### config.mk
export PLATFORM = sky130hd
export DESIGN_NAME = nand_operand_sequencer
export DESIGN_NICKNAME = d
export VERILOG_FILES = /design/src/rtl/nand_operand_sequencer.sv
export SDC_FILE = /design/constraint.sdc
export NUM_CORES = 1
export LEC_CHECK = 0
export BUFFER_PORTS_ARGS = -buffer_cell sky130_fd_sc_hd__buf_2
export CORE_MARGIN = 4
export CORE_UTILIZATION = 50
export DETAILED_ROUTE_END_ITERATION = 6
export HOLD_SLACK_MARGIN = 0.15
export PLACE_DENSITY = 0.74
export SYNTH_ARGS = -nofsm -noshare
export SYNTH_HDL_FRONTEND = slang
export SYNTH_SLANG_ARGS = --single-unit
export TNS_END_PERCENT = 10
### constraint.sdc
create_clock -name clk -period 2.7 [get_ports clk]
set_input_delay 0 -clock clk [delete_from_list [all_inputs] [get_ports clk]]
set_output_delay 0 -clock clk [all_outputs]
set_load 0.05 [all_outputs]
### src/rtl/nand_operand_sequencer.sv
// nand_operand_sequencer
//   Feeds the 1-bit NAND accumulator core. A host writes a small program of
//   1-bit operands while the block is idle. On start the block streams the
//   first len operands onto the core's d input, one per clock, and strobes
//   the core's load input with the first one. done pulses in the cycle the
//   core's accumulator holds the final result.
//
// Ports
//   clk        : system clock, rising edge
//   preset     : asynchronous active-high reset (also clears program memory)
//   wr_en      : program-memory write strobe, honoured in IDLE only
//   wr_addr    : program-memory write address
//   wr_data    : operand bit to write
//   start      : begin streaming, honoured in IDLE only
//   len        : operand count sampled with start (0 = no-op, >DEPTH clamped)
//   abort      : cancel a run in progress
//   d_out      : operand bit to the core's d input (registered)
//   acc_preset : load strobe to the core's preset input (registered)
//   busy       : high while streaming
//   done       : one-cycle pulse, core result valid
//   pc         : index of the operand currently on d_out
module nand_operand_sequencer #(
    parameter int  DEPTH = 16,
    localparam int AW    = $clog2(DEPTH)
) (
    input  logic          clk,
    input  logic          preset,
    input  logic          wr_en,
    input  logic [AW-1:0] wr_addr,
    input  logic          wr_data,
    input  logic          start,
    input  logic [AW:0]   len,
    input  logic          abort,
    output logic          d_out,
    output logic          acc_preset,
    output logic          busy,
    output logic          done,
    output logic [AW-1:0] pc
);

    typedef enum logic [1:0] {
        S_IDLE = 2'd0,
        S_RUN  = 2'd1,
        S_DONE = 2'd2
    } state_t;

    localparam logic [AW:0] DEPTH_L = (AW+1)'(DEPTH);

    state_t           state_q, state_d;
    logic [DEPTH-1:0] mem_q, mem_d;
    logic [AW:0]      len_q, len_d;
    logic [AW-1:0]    pc_q, pc_d;
    logic             d_q, d_d;
    logic             ap_q, ap_d;
    logic             busy_q, busy_d;
    logic             done_q, done_d;

    logic [AW:0]      len_clamped;
    logic [AW-1:0]    pc_nxt;
    logic             last_op;

    assign len_clamped = (len > DEPTH_L) ? DEPTH_L : len;
    assign pc_nxt      = pc_q + AW'(1);
    // len_q is never 0 in RUN, so len_q-1 cannot underflow there.
    assign last_op     = ({1'b0, pc_q} == (len_q - (AW+1)'(1)));

    always_ff @(posedge clk or posedge preset) begin
        if (preset) begin
            state_q <= S_IDLE;
            mem_q   <= '0;
            len_q   <= '0;
            pc_q    <= '0;
            d_q     <= 1'b0;
            ap_q    <= 1'b0;
            busy_q  <= 1'b0;
            done_q  <= 1'b0;
        end else begin
            state_q <= state_d;
            mem_q   <= mem_d;
            len_q   <= len_d;
            pc_q    <= pc_d;
            d_q     <= d_d;
            ap_q    <= ap_d;
            busy_q  <= busy_d;
            done_q  <= done_d;
        end
    end

    always_comb begin
        state_d = state_q;
        mem_d   = mem_q;
        len_d   = len_q;
        pc_d    = pc_q;
        d_d     = d_q;
        ap_d    = ap_q;
        busy_d  = busy_q;
        done_d  = 1'b0;

        case (state_q)
            S_IDLE: begin
                if (wr_en)
                    mem_d[wr_addr] = wr_data;
                if (start && (len != '0)) begin
                    state_d = S_RUN;
                    len_d   = len_clamped;
                    pc_d    = '0;
                    // Read through mem_d so a same-cycle write to slot 0 is seen.
                    d_d     = mem_d[0];
                    ap_d    = 1'b1;
                    busy_d  = 1'b1;
                end
            end
            S_RUN: begin
                if (abort) begin
                    state_d = S_IDLE;
                    d_d     = 1'b0;
                    ap_d    = 1'b0;
                    busy_d  = 1'b0;
                    pc_d    = '0;
                end else if (last_op) begin
                    state_d = S_DONE;
                    d_d     = 1'b0;
                    ap_d    = 1'b0;
                    busy_d  = 1'b0;
                    done_d  = 1'b1;
                end else begin
                    pc_d    = pc_nxt;
                    d_d     = mem_q[pc_nxt];
                    ap_d    = 1'b0;
                end
            end
            S_DONE: begin
                state_d = S_IDLE;
            end
            default: begin
                state_d = S_IDLE;
            end
        endcase
    end

    assign d_out      = d_q;
    assign acc_preset = ap_q;
    assign busy       = busy_q;
    assign done       = done_q;
    assign pc         = pc_q;

endmodule

# ---- After elaboration in Yosys (flattened, before gate mapping)
# Index checks and enable logic that the tools add are counted.
# Widths: inputs -> output; s select.
dict set report totals {
  input_bits 15
  register_bits 31
}
dict set report op_classes {
  eq_ne 5
  n_lt_le_gt_ge 4
  addsub 2
  reduce_logical 11
  muxes 27
}
# op n
set op_table {}
lappend op_table {{$bwmux 16} 1}
lappend op_table {{$mux 1} 12}
lappend op_table {{$mux 4} 3}
lappend op_table {{$lt 4x5->1 const B} 2}
lappend op_table {{$pmux 4 s2} 1}
lappend op_table {{$reduce_and 2->1} 4}
lappend op_table {{$mux 2} 3}
lappend op_table {{$ne 3x3->1 const B} 2}
lappend op_table {{$pmux 1 s2} 3}
lappend op_table {{$reduce_and 3->1} 2}
lappend op_table {{$eq 4x5->1} 1}
lappend op_table {{$gt 5x5->1 const B} 1}
lappend op_table {{$mux 5} 1}
lappend op_table {{$reduce_bool 5->1} 1}
lappend op_table {{$sub 5x1->5 const B} 1}
lappend op_table {{$add 4x1->4 const B} 1}
lappend op_table {{$bmux 1 s4} 1}
lappend op_table {{$demux 1 s4} 1}
lappend op_table {{$ge 4x1->1 const B} 1}
lappend op_table {{$pmux 2 s2} 1}
lappend op_table {{$eq 2x1->1 const B} 1}
lappend op_table {{$logic_and 1x1->1} 2}
lappend op_table {{$logic_not 2->1} 1}
lappend op_table {{$ne 2x2->1 const B} 1}
lappend op_table {{$reduce_bool 2->1} 1}

# ---- Logic depth before layout (Yosys ltp)
# Gate-level depths: netlist of run 1.
dict set report depth {
  ltp_word 8
  mapped_depth 8
}

# ---- Worst setup path after synthesis of run 1
# Ideal clock, no wire load.
dict set report synth_timing {
  kind {register to register}
  start {register pc_q[1] (netlist: pc[1])}
  end {register d_q (netlist: d_out)}
  path_stages_with_launch 6
  synth_period_minus_slack_ps 2407
  path_slack_ps 293
  t_arrival_ps 2264
  path_cell_list {dfrtp_1 > ha_1 > mux4_2 > mux4_2 > or3b_1 > a31oi_1}
}
dict set report synth_via {
  elab_chain_len 6
  elab_cells_between_ends 7
  cone_classes {add/sub: 1; eq/ne: 1; mux: 5}
}
# element line
set synth_lines {}
lappend synth_lines {{from (decl)} 52} ;# logic [AW-1:0] pc_q, pc_d;
lappend synth_lines {{from (signal assigned)} 81} ;# pc_q <= pc_d;
lappend synth_lines {{$add 4x1->4} 63} ;# assign pc_nxt = pc_q + AW'(1);
lappend synth_lines {{$bmux 1 s4} 128} ;# d_d = mem_q[pc_nxt];
lappend synth_lines {{$mux 1 (implied by the code)} 128}
lappend synth_lines {{$mux 1 (*)} 120} ;# end else if (last_op) begin
lappend synth_lines {{$mux 1 (*)} 114} ;# if (abort) begin
lappend synth_lines {{$pmux 1 s2 (*)} 99} ;# case (state_q)
lappend synth_lines {{to (signal assigned)} 73} ;# d_q <= 1'b0;
lappend synth_lines {{to (signal assigned)} 82} ;# d_q <= d_d;
lappend synth_lines {{to (decl)} 53} ;# logic d_q, d_d;
# Mark *: on every way between the ends. The rest lies on a longest branch, timed or not. The select of a mux whose other input is x is not followed.
# A chain may end at the register's enable or synchronous reset.

# ---- Worst setup path in the final report of run 1
dict set report layout_timing {
  start {register state_q[1]}
  end {register mem_q[3]}
}
dict set report layout_via {
  elab_chain_len 2
}
# element line
set layout_lines {}
lappend layout_lines {{from (decl)} 49} ;# state_t state_q, state_d;
lappend layout_lines {{from (signal assigned)} 78} ;# state_q <= state_d;
lappend layout_lines {{$logic_not 2->1} 99}
lappend layout_lines {{$reduce_and 2->1 (no line)} --}
lappend layout_lines {{to (signal assigned)} 79} ;# mem_q <= mem_d;
lappend layout_lines {{to (decl)} 50} ;# logic [DEPTH-1:0] mem_q, mem_d;
# No other way between the ends.

==> flow_metrics.py, run 1 <==
metrics = {
    "status": {
        "outcome": "complete, no violations",
    },
    "logic_synthesis": {
        "synth_seq_area_share_pct": 45.6,
        "yosysWarnings": 0,
        "syn_area_per_cell_um2": 11.3,
        "synth.distinct_cells": 37,
        "syn_nets": 168,
        "synth-seq-cells": 31,
        "synthCells": 151,
        "synth_edf_count": 0,
        "syn-cell-area_um2": 1700,
        "synth_flop_cell": "dfrtp_1",
        "synth_async_sr_flop_share_pct": 100,
    },
    "setup_path": {
        "path_max_fanout": 8,
        "critPathKind": "reg -> reg",
        "arrival_ns": 2.64,
        "crit_top_cell": "dlygate4sd3_1",
        "reg2reg_to": "mem_q[3]$_DFFE_PP0P_",
        "cpPeakStageDelay_ns": 0.58,
        "crit_slowest_cell": "dlygate4sd3_1",
        "crit_path_start_kind": "flip-flop",
        "r2r_start": "state_q[1]$_DFFE_PP0P_",
        "worstPathRequired_ns": 2.92,
        "worstPathCellList": "nor2_1, nand4_1, dlygate4sd3_1, mux2_2, dlygate4sd3_1",
        "r2r_cells": 5,
        "reg2reg_slack_ns": 0.27,
        "endpoint_kind": "flip-flop",
    },
    "floorplanning": {
        "die_h_um": 66.3,
        "dieArea_um2": 4400,
        "die_w_um": 66.3,
        "initial_core_util_pct": 53.9,
        "ios": 23,
        "row_count": 20,
        "core_region_area_um2": 3150,
    },
    "global_route": {
        "grt_pass1_wl_mm": 6.32,
        "grt_pass1_vias": 1347,
        "grt-ovfl-total": 0,
        "grtUsageTotal_pct": 19.4,
        "grt_max_degree": 32,
        "antenna_found_initial": 0,
    },
    "drt": {
        "drt-total-wl_mm": 3.64,
        "routedWlPerCell_um": 15.3,
        "drcViolationCount": 0,
        "vias": 1317,
        "drt_iter0_drc": 71,
        "dr.pass1.iters": 4,
        "antenna_left": 0,
        "viasPerCell": 5.53,
    },
    "layout": {
        "drive_gt1_share_pct": 30.4,
        "final_cell_mix": "dfrtp_1 (31), buf_2 (22), nand2_1 (18), mux2_2 (18), dlygate4sd3_1 (18)",
        "diodes": 0,
        "area_delta_synth_final_pct": 21.6,
        "final_common_cell": "dfrtp_1",
        "nNetsFinal": 210,
    },
    "clocking": {
        "numClockSinks": 31,
        "h-tree-depth": 2,
        "cts_hold_buffers": 18,
        "clock_path_buffers": 2,
        "numCtsBuffers": 5,
        "tritoncts": "yes",
        "postCtsSetupBuffers": 0,
        "clk_latency_ns": 0.33,
        "cts.repair.resized": 0,
        "clock-root-buffer": "clkbuf_4",
        "clkTransAtPathRegs_ns": 0.09,
    },
    "sta": {
        "hold_violations": 0,
        "slew_viol_final": 0,
        "slew_headroom_pct": 66.1,
        "fin_crit_sh_pct": 89.9,
        "fmax_ghz": 0.412,
        "finalClockSkew_ns": 0.00527,
        "finalSetupViolCount": 0,
        "holdWs_ns": 0.199,
        "rsz0062_at_grt": "no",
        "worst_pin_slew_ns": 0.503,
        "fin_crit_ns": 2.43,
        "tns_ns": 0,
    },
    "place": {
        "dpl.hpwl_mm": 2.62,
        "gp_congestion": 0.842,
        "port_buffers": 22,
    },
    "run": {
        "cap_violations": 0,
    },
    "pwr": {
        "p_leak_nw": 0.945,
        "irDropWorstVdd_mv": 0.406,
        "total_power_mw": 1.39,
        "p_per_area_nw_per_um2": 672,
    },
    "min_path": {
        "min_path_type": "in -> reg",
        "hold_depth": 5,
        "hold_start": "start",
        "holdPathEnd": "pc[2]$_DFFE_PP0P_",
    },
}
==> report_power, final <==
part           total, mW  internal (mW)  switching (mW)
combinational      0.492          0.248           0.244
sequential         0.642          0.567          0.0757
clock              0.255          0.101           0.154
total               1.39          0.916           0.474
==> final cells by class <==
type                    count  area, um^2
clock buffers               7        45.0
clock inverters             1        5.00
fillers                   252        1080
inverters                   6        22.5
multi-input cells         107         860
flip-flops and latches     31         776
well taps                  44        55.1
repair buffers             42         305
==> state kept, by name, summed over array words and instances, names as in the netlist <==
register	cells
pc	4
len_q	5
done	1
state_q	2
busy	1
mem_q	16
acc_preset	1
d_out	1
==> critical path: cells and delay by family (launching register included) <==
kind          cells  cell delay, ns
buf+inv           2            1.13
flops             1            0.46
mux               1            0.26
simple gates      2            0.46
==> per-layer routing <==
layer	GRT usage (%)	vias up	wire length [um]
met1	24.5	652	1590
met5	0	-	0
met4	8.38	0	65
li1	-	618	-
met2	31.5	38	1780
met3	4.42	9	209
==> metrics by stage <==
step	instances	setup WS [ns]	utilization, %	cell area [um^2]
finish	238	0.272	65.6	2070
CTS	238	0.303	65.6	2070
floorplan	151	0.293	-	1700
detailed placement	212	0.429	58.3	1840
global route	238	0.140	65.6	2070
global placement	212	0.493	58.3	1840
==> how the worst max path moves through the flow <==
| stage | start | to | slack, ns | cells past startpoint |
|---|---|---|---|---|
| finish | state_q[1]$_DFFE_PP0P_ | mem_q[3]$_DFFE_PP0P_ | 0.27 | 5 |
| global route | state_q[1]$_DFFE_PP0P_ | mem_q[3]$_DFFE_PP0P_ | 0.14 | 5 |
| CTS | state_q[1]$_DFFE_PP0P_ | mem_q[3]$_DFFE_PP0P_ | 0.30 | 5 |
| detailed placement | pc[1]$_DFFE_PP0P_ | d_out$_DFFE_PP0P_ | 0.43 | 5 |
| global placement | pc[1]$_DFFE_PP0P_ | d_out$_DFFE_PP0P_ | 0.49 | 5 |
| floorplan | pc[1]$_DFFE_PP0P_ | d_out$_DFFE_PP0P_ | 0.29 | 5 |
==> cells by family after synthesis <==
logic type	after synthesis	synth area share (%)
AND/OR/NAND/NOR	57	18.8
flip-flops	31	45.6
buffers and inverters	13	3.83
AO/OA/AOI/OAI	14	5.30
adder cells (fa/ha/maj)	2	1.47
XOR/XNOR	9	4.64
multiplexers	25	20.3
==> synth_stat cells (4+ instances only) <==
master,count,area (um^2)
inv_1,6,22.5
nand2_1,18,67.6
nor2_1,9,33.8
mux2_2,18,203
xnor2_1,6,52.6
nand2b_1,7,43.8
dfrtp_1,31,776
mux4_2,5,113
clkbuf_1,4,15.0
o21ai_0,6,30.0
nor3_1,5,25.0
No activity file was read; power rests on OpenSTA's default activity.
==> run 2: changes to the inputs <==
==> constraint.sdc (replaced) <==
create_clock -name clk -period 2.7 [get_ports clk]
set_input_delay 0.135 -clock clk [delete_from_list [all_inputs] [get_ports clk]]
set_output_delay 0.135 -clock clk [all_outputs]
set_load 0.05 [all_outputs]
==> run 2 against run 1 <==
  * Cell count down 3.8%
  * Critical path depth unchanged
  * Sequential power is essentially flat
  * Maximum frequency up 6.8%
  * Largest power group unchanged
==> flow_metrics.py, run 2 (same netlist as run 1, synthesis figures left out) <==
metrics = {
    "layout": {
        "largest_register_ffs": 16,
        "nNetsFinal": 201,
        "largest-register": "mem_q",
        "multiInputGateArea_um2": 860,
        "fillers": 261,
        "final_common_cell": "dfrtp_1",
        "final_cell_mix": "dfrtp_1 (31), buf_2 (22), nand2_1 (18), mux2_2 (18)",
        "drive_gt1_share_pct": 31.9,
        "area_delta_synth_final_pct": 16.3,
        "ff_latch_area_um2": 776,
        "diodes": 0,
    },
    "clocking": {
        "cts.repair.resized": 0,
        "postCtsSetupBuffers": 0,
        "tritoncts": "yes",
        "cts_hold_buffers": 9,
        "numCtsBuffers": 5,
        "clkTransAtPathRegs_ns": 0.09,
        "clk_latency_ns": 0.33,
        "clock_path_buffers": 2,
        "h-tree-depth": 2,
        "numClockSinks": 31,
        "clock-root-buffer": "clkbuf_4",
    },
    "sta": {
        "fin_ws_ns": 0.426,
        "fmax_ghz": 0.440,
        "finalClockSkew_ns": 0.00560,
        "slew_viol_final": 0,
        "tns_ns": 0,
        "finalSetupViolCount": 0,
        "fin_crit_ns": 2.27,
        "worst_pin_slew_ns": 0.558,
        "rsz0062_at_grt": "no",
        "fin_crit_sh_pct": 84.2,
        "slew_headroom_pct": 62.7,
        "hold_violations": 0,
    },
    "global_route": {
        "grtUsageTotal_pct": 18.5,
        "antenna_found_initial": 0,
        "grt_pass1_vias": 1282,
        "grt_max_degree": 32,
        "grt_pass1_wl_mm": 6.02,
        "grt-ovfl-total": 0,
    },
    "place": {
        "port_buffers": 22,
        "dp_slack_ns": 0.429,
        "dpl.hpwl_mm": 2.62,
        "gp_congestion": 0.842,
    },
    "setup_path": {
        "crit_path_start_kind": "flip-flop",
        "r2r_cells": 5,
        "path_max_fanout": 5,
        "crit_top_cell": "mux4_2",
        "worstPathCellList": "ha_1, mux4_2, mux4_2, or3b_1, a31oi_1",
        "crit_slowest_cell": "mux4_2",
        "cpPeakStageDelay_ns": 0.53,
        "reg2reg_to": "d_out$_DFFE_PP0P_",
        "cp-endpoint": "d_out$_DFFE_PP0P_",
        "r2r_start": "pc[1]$_DFFE_PP0P_",
        "crit_start": "pc[1]$_DFFE_PP0P_",
        "endpoint_kind": "flip-flop",
        "worstPathRequired_ns": 2.89,
        "arrival_ns": 2.47,
        "critPathKind": "reg -> reg",
        "reg2reg_slack_ns": 0.43,
    },
    "floorplanning": {
        "initial_core_util_pct": 53.9,
        "row_count": 20,
        "core_region_area_um2": 3150,
        "dieArea_um2": 4400,
        "die_h_um": 66.3,
        "ios": 23,
        "die_w_um": 66.3,
    },
    "drt": {
        "drt-total-wl_mm": 3.48,
        "viasPerCell": 5.52,
        "antenna_left": 0,
        "vias": 1265,
        "drcViolationCount": 0,
        "drt_iter0_drc": 53,
        "routedWlPerCell_um": 15.2,
        "dr.pass1.iters": 4,
    },
    "pwr": {
        "irDropWorstVdd_mv": 0.401,
        "p_leak_nw": 0.906,
        "p_per_area_nw_per_um2": 692,
    },
    "run": {
        "cap_violations": 0,
    },
    "min_path": {
        "min_path_type": "in -> reg",
    },
    "status": {
        "outcome": "complete, no violations",
    },
}
## run 2: cell count changes in the layout (fill, tap and decap cells not counted), sizes merged
cell         change
dlygate4sd3      -9
## run 2: metrics by stage
step	utilization, %	hold WS (ns)	power (mW)	instance area (um^2)	instances
2_1_floorplan	-	0.239	1.01	1700	151
5_1_grt	62.7	0.180	1.46	1980	229
3_5_place_dp	58.3	0.232	1.11	1840	212
6_report	62.7	0.195	1.37	1980	229
4_1_cts	62.7	0.175	1.38	1980	229
3_3_place_gp	58.3	0.228	1.09	1840	212
## run 2: area by class of cell
class | count | share of cell area [%]
Clock inverter | 1 | 0.253
Inverter | 6 | 1.14
Multi-Input combinational cell | 107 | 43.5
Clock buffer | 7 | 2.28
Timing Repair Buffer | 33 | 10.9
Sequential cell | 31 | 39.2
Tap cell | 44 | 2.78
## run 2: how the worst min path moves through the flow
stage | from | endpoint | slack, ns | depth (start not counted)
after floorplan | preset | acc_preset$_DFFE_PP0P_ | 0.24 | 1
after global placement | preset | mem_q[13]$_DFFE_PP0P_ | 0.23 | 3
after detailed placement | preset | mem_q[13]$_DFFE_PP0P_ | 0.23 | 3
after CTS | abort | busy$_DFFE_PP0P_ | 0.17 | 3
after global routing | abort | busy$_DFFE_PP0P_ | 0.18 | 3
final | abort | busy$_DFFE_PP0P_ | 0.20 | 3
## run 2: where the power goes
| group | switching (mW) | leakage (nW) | internal [mW] |
|---|---|---|---|
| sequential | 0.0747 | 0.396 | 0.567 |
| combinational | 0.240 | 0.480 | 0.232 |
| clock | 0.154 | 0.0293 | 0.101 |
## run 2: layer usage
metal	vias to the layer above	global-route usage [%]	routed length [um]
met5	-	0	0
met2	36	29.9	1710
met3	8	4.42	210
met1	623	23.7	1500
li1	598	-	-
met4	0	7.61	58
## run 2: worst max-delay path: cells and delay by family, from the launching register on
kind	cells	cell delay, ns
mux	2	0.99
flops	1	0.45
fa+ha+maj	1	0.45
simple gates	1	0.18
compound gates	1	0.08
==> run 3: changes to the inputs <==
==> constraint.sdc (replaced) <==
create_clock -name clk -period 2.3 [get_ports clk]
set_input_delay 0.115 -clock clk [delete_from_list [all_inputs] [get_ports clk]]
set_output_delay 0.115 -clock clk [all_outputs]
set_load 0.05 [all_outputs]
==> run 3 against run 2 <==
  * Highest routed layer unchanged
  * Setup slack worse by 0.29 ns
  * Sequential cell count is the same
  * Non-clock buffer count up 5
  * Critical endpoint unchanged
  * Wire length grew 3.3%
==> flow_metrics.py, run 3 (same netlist as run 1, synthesis figures left out) <==
metrics = {
    "status": {
        "outcome": "complete, no violations",
    },
    "layout": {
        "fillers": 261,
        "drive_gt1_share_pct": 35.8,
        "nNetsFinal": 206,
        "fin_area_um2": 2030,
        "largest-register": "mem_q",
        "largest_register_ffs": 16,
        "area_delta_synth_final_pct": 19.4,
        "final_cell_mix": "dfrtp_1 (29), buf_2 (22), nand2_1 (18), mux2_2 (18), dlygate4sd3_1 (10)",
        "diodes": 0,
        "final_common_cell": "dfrtp_1",
    },
    "clocking": {
        "postCtsSetupBuffers": 0,
        "clock-root-buffer": "clkbuf_4",
        "clk_latency_ns": 0.33,
        "h-tree-depth": 2,
        "clock_path_buffers": 2,
        "numClockSinks": 31,
        "tritoncts": "yes",
        "clkTransAtPathRegs_ns": 0.10,
        "numCtsBuffers": 5,
    },
    "place": {
        "dp_slack_ns": 0.132,
        "dpl.hpwl_mm": 2.73,
        "gp_congestion": 0.887,
        "placed_cell_area_um2": 1870,
        "port_buffers": 22,
    },
    "sta": {
        "fin_ws_ns": 0.140,
        "fmax_ghz": 0.463,
        "finalClockSkew_ns": 0.0103,
        "slew_headroom_pct": 62.4,
        "fin_crit_ns": 2.16,
        "rsz0062_at_grt": "no",
        "finalSetupViolCount": 0,
        "worst_pin_slew_ns": 0.562,
        "slew_viol_final": 0,
        "hold_violations": 0,
        "tns_ns": 0,
        "fin_crit_sh_pct": 93.9,
    },
    "setup_path": {
        "worstPathCellList": "ha_2, mux4_2, mux4_2, or3b_1, a31oi_1",
        "path_max_fanout": 5,
        "crit_slowest_cell": "mux4_2",
        "crit_family": "multiplexers",
        "worstPathRequired_ns": 2.49,
        "arrival_ns": 2.35,
        "endpoint_kind": "flip-flop",
        "crit_top_cell": "mux4_2",
        "critPathBufInv": 0,
        "critPathKind": "reg -> reg",
        "crit_path_start_kind": "flip-flop",
        "cpPeakStageDelay_ns": 0.51,
    },
    "drt": {
        "drt-total-wl_mm": 3.59,
        "dr.pass1.iters": 4,
        "routedWlPerCell_um": 15.3,
        "antenna_left": 0,
        "vias": 1270,
        "viasPerCell": 5.43,
        "drcViolationCount": 0,
        "drt_iter0_drc": 52,
    },
    "floorplanning": {
        "row_count": 20,
        "ios": 23,
        "die_h_um": 66.3,
        "initial_core_util_pct": 53.9,
        "dieArea_um2": 4400,
        "die_w_um": 66.3,
        "core_region_area_um2": 3150,
    },
    "global_route": {
        "grtUsageTotal_pct": 18.9,
        "grt_pass1_wl_mm": 6.21,
        "antenna_found_initial": 0,
        "grt_max_degree": 32,
        "grt-ovfl-total": 0,
        "grt_pass1_vias": 1377,
    },
    "run": {
        "cap_violations": 0,
    },
    "pwr": {
        "p_per_area_nw_per_um2": 803,
        "p_leak_nw": 0.922,
        "irDropWorstVdd_mv": 0.715,
    },
    "min_path": {
        "min_path_type": "in -> reg",
    },
}
-- run 3: worst register-to-register path, stage by stage, from the launching register on --
cell,delay [ns]
dfrtp_2,0.42
ha_2,0.40
mux4_2,0.51
mux4_2,0.47
or3b_1,0.17
a31oi_1,0.07
-- run 3: per-stage QoR --
stage               power (mW)  hold slack, ns  std cells  util [%]
floorplan                 1.18           0.218        151         -
global placement          1.29           0.203        216      59.4
detailed placement        1.33           0.209        216      59.4
CTS                       1.64           0.163        234      64.3
global route              1.73           0.187        234      64.4
finish                    1.63           0.169        234      64.4
-- run 3: worst paths after layout --
| kind | from | to | slack, ns | cells past startpoint |
|---|---|---|---|---|
| setup / recovery | pc[1]$_DFFE_PP0P_ | d_out$_DFFE_PP0P_ | 0.14 | 5 |
| hold / removal | abort | busy$_DFFE_PP0P_ | 0.17 | 3 |
| setup reg to reg | pc[1]$_DFFE_PP0P_ | d_out$_DFFE_PP0P_ | 0.14 | 5 |
| hold reg to reg | acc_preset$_DFFE_PP0P_ | acc_preset$_DFFE_PP0P_ | 0.49 | 2 |
| max in group asynchronous | preset | pc[0]$_DFFE_PP0P_ | 1.60 | 4 |
| min in group asynchronous | preset | mem_q[2]$_DFFE_PP0P_ | 0.39 | 4 |
-- run 3: layer usage --
| layer | global-route usage, % | up-vias | part of all wire (%) |
|---|---|---|---|
| li1 | - | 606 | - |
| met1 | 23.1 | 625 | 44 |
| met2 | 32.2 | 32 | 50 |
| met3 | 4.93 | 7 | 4.8 |
| met4 | 6.09 | 0 | 1.8 |
| met5 | 0 | - | 0 |
-- run 3: layout make-up --
type / instances / area, um^2 / share of cell area [%]
flip-flops and latches: 31 / 778 / 38.3
clock buffers: 6 / 41.3 / 2.03
multi-input cells: 107 / 865 / 42.6
well taps: 44 / 55.1 / 2.71
inverters: 6 / 22.5 / 1.11
repair buffers: 38 / 255 / 12.6
clock inverters: 2 / 12.5 / 0.617
-- run 3: where the power goes --
group	internal [mW]	total, mW	switching (mW)
Clock	0.118	0.302	0.185
Combinational	0.287	0.573	0.286
Sequential	0.666	0.754	0.0880
Total	1.07	1.63	0.559
-- run 3: repair_timing --
action / CTS / global route
hold endpoints to repair: 36 / 0
endpoints found under the setup margin: 0 / 1
gates resized for setup: 0 / 1
hold buffers: 10 / 0
